[src/rtl/uart_tx.sv]
// UART transmitter: start bit, DATA_BITS data bits LSB first, optional parity, stop bit.
// Bit timing is paced by the shared oversampling strobe s_tick, SB_TICKS strobes per bit.
// Optional feature macro: UART_TX_PARITY_EN adds a parity bit (even/odd via PARITY_ODD).
module uart_tx #(
    parameter int unsigned DATA_BITS  = 8,
    parameter int unsigned SB_TICKS   = 16,
    parameter int unsigned PARITY_ODD = 0
) (
    input  logic                 clk,
    input  logic                 reset,
    input  logic                 s_tick,
    input  logic                 tx_start,
    input  logic [DATA_BITS-1:0] din,
    output logic                 tx,
    output logic                 tx_done_tick,
    output logic                 tx_busy
);

    localparam int unsigned S_W = (SB_TICKS > 1) ? $clog2(SB_TICKS) : 1;
    localparam int unsigned N_W = (DATA_BITS > 1) ? $clog2(DATA_BITS) : 1;
    localparam logic [S_W-1:0] S_LAST = S_W'(SB_TICKS - 1);
    localparam logic [N_W-1:0] N_LAST = N_W'(DATA_BITS - 1);

    // PARITY_ODD selects a single bit of behaviour; reject anything else at elaboration
    if (PARITY_ODD > 1) begin : g_bad_parity_cfg
        $error("uart_tx: PARITY_ODD must be 0 or 1");
    end

`ifdef UART_TX_PARITY_EN
    typedef enum logic [2:0] {IDLE, START, DATA, PARITY, STOP} state_e;
`else
    typedef enum logic [2:0] {IDLE, START, DATA, STOP} state_e;
`endif

    state_e                 state_q, state_d;
    logic [S_W-1:0]         s_q, s_d;
    logic [N_W-1:0]         n_q, n_d;
    logic [DATA_BITS-1:0]   b_q, b_d;
    logic                   tx_q, tx_d;
`ifdef UART_TX_PARITY_EN
    logic                   par_q, par_d;
`endif

    // State and datapath registers; reset forces the line idle immediately
    always_ff @(posedge clk or posedge reset) begin
        if (reset) begin
            state_q <= IDLE;
            s_q     <= '0;
            n_q     <= '0;
            b_q     <= '0;
            tx_q    <= 1'b1;
`ifdef UART_TX_PARITY_EN
            par_q   <= 1'b0;
`endif
        end else begin
            state_q <= state_d;
            s_q     <= s_d;
            n_q     <= n_d;
            b_q     <= b_d;
            tx_q    <= tx_d;
`ifdef UART_TX_PARITY_EN
            par_q   <= par_d;
`endif
        end
    end

    // Next-state logic; tx_d follows the upcoming state so line edges land one clk after the terminal tick
    always_comb begin
        state_d      = state_q;
        s_d          = s_q;
        n_d          = n_q;
        b_d          = b_q;
        tx_done_tick = 1'b0;
`ifdef UART_TX_PARITY_EN
        par_d        = par_q;
`endif
        case (state_q)
            IDLE: begin
                if (tx_start) begin
                    b_d     = din;
                    s_d     = '0;
                    n_d     = '0;
                    state_d = START;
`ifdef UART_TX_PARITY_EN
                    par_d   = (^din) ^ 1'(PARITY_ODD);
`endif
                end
            end
            START: begin
                if (s_tick) begin
                    if (s_q == S_LAST) begin
                        s_d     = '0;
                        state_d = DATA;
                    end else begin
                        s_d = s_q + S_W'(1);
                    end
                end
            end
            DATA: begin
                if (s_tick) begin
                    if (s_q == S_LAST) begin
                        s_d = '0;
                        b_d = b_q >> 1;
                        if (n_q == N_LAST) begin
`ifdef UART_TX_PARITY_EN
                            state_d = PARITY;
`else
                            state_d = STOP;
`endif
                        end else begin
                            n_d = n_q + N_W'(1);
                        end
                    end else begin
                        s_d = s_q + S_W'(1);
                    end
                end
            end
`ifdef UART_TX_PARITY_EN
            PARITY: begin
                if (s_tick) begin
                    if (s_q == S_LAST) begin
                        s_d     = '0;
                        state_d = STOP;
                    end else begin
                        s_d = s_q + S_W'(1);
                    end
                end
            end
`endif
            STOP: begin
                if (s_tick) begin
                    if (s_q == S_LAST) begin
                        s_d          = '0;
                        tx_done_tick = 1'b1;
                        state_d      = IDLE;
                    end else begin
                        s_d = s_q + S_W'(1);
                    end
                end
            end
            default: state_d = IDLE;
        endcase

        tx_d = 1'b1;
        case (state_d)
            START:   tx_d = 1'b0;
            DATA:    tx_d = b_d[0];
`ifdef UART_TX_PARITY_EN
            PARITY:  tx_d = par_d;
`endif
            default: tx_d = 1'b1;
        endcase
    end

    assign tx      = tx_q;
    assign tx_busy = (state_q != IDLE);

endmodule
[config.mk]
export PLATFORM = sky130hd
export DESIGN_NAME = uart_tx
export DESIGN_NICKNAME = d
export VERILOG_FILES = /design/src/rtl/uart_tx.sv
export SDC_FILE = /design/constraint.sdc
export NUM_CORES = 1
export LEC_CHECK = 0
export ABC_CLOCK_PERIOD_IN_PS = 3800
export CORE_ASPECT_RATIO = 1.75
export CORE_MARGIN = 1
export CORE_UTILIZATION = 40
export CTS_CLUSTER_DIAMETER = 200
export DETAILED_ROUTE_END_ITERATION = 10
export SYNTH_ARGS = -nofsm -noshare
export SYNTH_HDL_FRONTEND = slang
export SYNTH_SLANG_ARGS = --single-unit
[constraint.sdc]
create_clock -name clk -period 3.8 [get_ports clk]
set_clock_uncertainty 0.05 [all_clocks]
set_input_delay 1.14 -clock clk [delete_from_list [all_inputs] [get_ports clk]]
set_output_delay 1.14 -clock clk [all_outputs]
set_load 0.02 [all_outputs]
==> flow_summary.json <==
{
  "outcome": "complete, no violations",
  "finalCriticalPeriod_ps": 3631,
  "slew_headroom": 0.5182,
  "root_buffer": "clkbuf_8",
  "clkTransAtPathRegs_ps": 70,
  "nFillCells": 231,
  "cpMaxStageDelayCell": "clkdlybuf4s50_1",
  "synth.avg_cell_area_um2": 10.14,
  "multiInputGateArea_um2": 457.9,
  "wl_per_cell_um": 13.59,
  "rsz0062_at_grt": "false",
  "netlist_area_um2": 973.4,
  "seq_area_um2": 476.7,
  "start_util": 0.4228,
  "clk_latency_ps": 250,
  "grt_pass1_vias": 757,
  "yosys.area.top_type": "dfrtp_1",
  "grt_pass1_wl_mm": 3.111,
  "numClockSinks": 19,
  "grt_antenna_before_repair": 0,
  "cts_buffer_depth": 2,
  "n_antenna_cell": 0,
  "ant_nets": 0,
  "postPlaceCellArea_um2": 1140,
  "drv_slew": 0,
  "worst_pin_slew_ps": 722.0,
  "grtUsageTotal": 0.1680,
  "cellPowerDensity_nw_per_um2": 363.1,
  "worstSetupEndpointType": "primary output",
  "drv_cap": 0,
  "p_leak_nw": 0.5393,
  "grt_max_degree": 20,
  "crit_family": "buffers and inverters",
  "die_width_um": 39.29,
  "overflow": 0,
  "syn-num-nets": 111,
  "final_cell_area_um2": 1185,
  "yosysTopAreaCellShare": 0.4627,
  "worst-path-buf-inv": 2,
  "crit_chain": "clkdlybuf4s50_1 -> and4_1 -> nand2_1 -> nor3b_1 -> clkdlybuf4s15_1",
  "wirelength_mm": 1.875,
  "coreArea_um2": 2302,
  "critPathRequiredTime_ps": 2610,
  "fin_crit_sh": 0.9555,
  "async_flop_share": 1.000,
  "worstSetupPathType": "in2out",
  "yosysUniqueCellTypes": 40,
  "synth_seq_cells": 19,
  "cts-hold-fix-buffers": 0,
  "h-tree-depth": 1,
  "synth_warnings": 0,
  "area_growth_pct": 21.72,
  "drt-pass1-iter-count": 4,
  "timing.final.ws_setup_ps": 169.1,
  "fmax_mhz": 275.4,
  "synth-edff-count": 0,
  "detail_route.vias_per_cell": 5.399,
  "place_inst": 134,
  "synth_most_common_cell": "nand2_1",
  "ys_top_cells_by_count": "nand2_1 (21), dfrtp_1 (18), a22oi_1 (6)",
  "drive_gt1_frac": 0.08850,
  "dpl_worst_slack_ps": -154.9,
  "synth_cells": 96,
  "synth-main-ff-cell": "dfrtp_1",
  "fp.dieH_um": 67.26,
  "io_buffers": 14,
  "dp_hpwl_mm": 1.418,
  "startpoint_type": "input pin",
  "setup_violations": 0,
  "pin_count": 15,
  "remaining_drc_errors": 0,
  "arrival_ps": 2440,
  "post-cts-setup-buffer-count": 0,
  "ys_seq_area_frac": 0.4897,
  "synth.area.top_cells": "dfrtp_1 (46%), nand2_1 (8.1%), a22oi_1 (4.6%)",
  "min_path_type": "reg2reg",
  "drt-initial-drc-count": 20,
  "hold_viol": 0,
  "cts-buffers-inserted": 3,
  "cts_tree": "done",
  "nets": 129,
  "row_count": 23,
  "die-area_um2": 2643,
  "crit_path_max_fanout": 3,
  "layout.cells.non_filler": 138,
  "vias": 745,
  "place.gp.congestion": 0.7297,
  "peakVddDrop_v": 0.0001817,
  "cpPeakStageDelay_ps": 480
}
-- cell type report --
| cell class | instances | area share |
|---|---|---|
| sequential | 19 | 0.4023 |
| multi-input combinational | 70 | 0.3865 |
| timing repair buffer | 17 | 0.1373 |
| clock buffer | 4 | 0.03801 |
| tap | 25 | 0.02640 |
| inverter | 3 | 0.009504 |
-- routing by layer --
layer / vias up / GRT usage / wire [um]
li1: 372 / - / -
met1: 356 / 0.1878 / 771
met2: 15 / 0.3063 / 1027
met3: 2 / 0.01974 / 58
met4: 0 / 0.06466 / 19
met5: - / 0 / 0
-- what timing repair did --
item                                    in CTS  in global routing
endpoints found under the setup margin       1                  1
endpoints found under the hold margin        0                  0
resized for setup                            1                  1
pin swaps                                    0                  0
-- cell usage in the layout (no fill, tap or decap), drive strengths merged, types with 2 or more instances in the layout --
cell type      netlist  routed
ha                   3       3
buf                  3       3
mux2i                3       3
a221o                2       2
inv                  3       3
nand2               21      21
and2                 2       2
dfrtp               18      18
nor3b                2       2
a21oi                2       2
clkbuf               1       4
o21ai                6       6
nor2                 2       2
a22oi                6       6
clkdlybuf4s50        0      13
-- worst reg2reg max path, delay by kind of cell (launching register included) --
kind            cells  cell delay, ps
compound gates      3             800
flops               1             430
fa+ha+maj           1             280
simple gates        1             230
buf+inv             1             150
-- state kept, by name, summed over array words and instances (netlist names) --
| signal | count |
|---|---|
| b_q | 8 |
| s_q | 4 |
| n_q | 3 |
| state_q | 3 |
| tx | 1 |
-- per-stage QoR --
| stage | hold WS (ps) | TNS, ps | utilization | total power, W |
|---|---|---|---|---|
| 2_1_floorplan | 387.7 | 0 | - | 0.0002752 |
| 3_3_place_gp | 411.6 | -127.2 | 0.4951 | 0.0002981 |
| 3_5_place_dp | 416.9 | -154.9 | 0.4951 | 0.0003002 |
| 4_1_cts | 433.0 | 0 | 0.5141 | 0.0004373 |
| 5_1_grt | 443.3 | 0 | 0.5147 | 0.0004539 |
| 6_report | 431.9 | 0 | 0.5147 | 0.0004303 |
-- worst paths after layout --
kind | to | startpoint | slack (ps) | depth (start not counted)
min | b_q[1] | b_q[1] | 430 | 2
max reg2reg | tx | s_q[0] | 1790 | 6
min reg2reg | b_q[1] | b_q[1] | 430 | 2
max in group asynchronous | b_q[6] | reset | 1990 | 2
min in group asynchronous | s_q[0] | reset | 1260 | 2
max | tx_done_tick | s_tick | 170 | 5
-- where the power goes --
| part | internal, W | total, W | switching, W |
|---|---|---|---|
| registers | 0.000223 | 0.000239 | 0.0000160 |
| clock network | 0.0000742 | 0.000134 | 0.0000600 |
| logic | 0.0000306 | 0.0000574 | 0.0000268 |
-- logic make-up (layout without fill, tap and decap cells) --
family | count (synthesis) | after routing | share of synthesized area
compound gates | 25 | 25 | 0.1851
simple gates | 37 | 37 | 0.2031
flops | 19 | 19 | 0.4897
fa+ha+maj | 3 | 3 | 0.03856
xor+xnor | 1 | 1 | 0.008999
other cells | 1 | 1 | 0.003852
mux | 3 | 3 | 0.03085
buf+inv | 7 | 24 | 0.03984
Power figures use the tool's default switching activity.
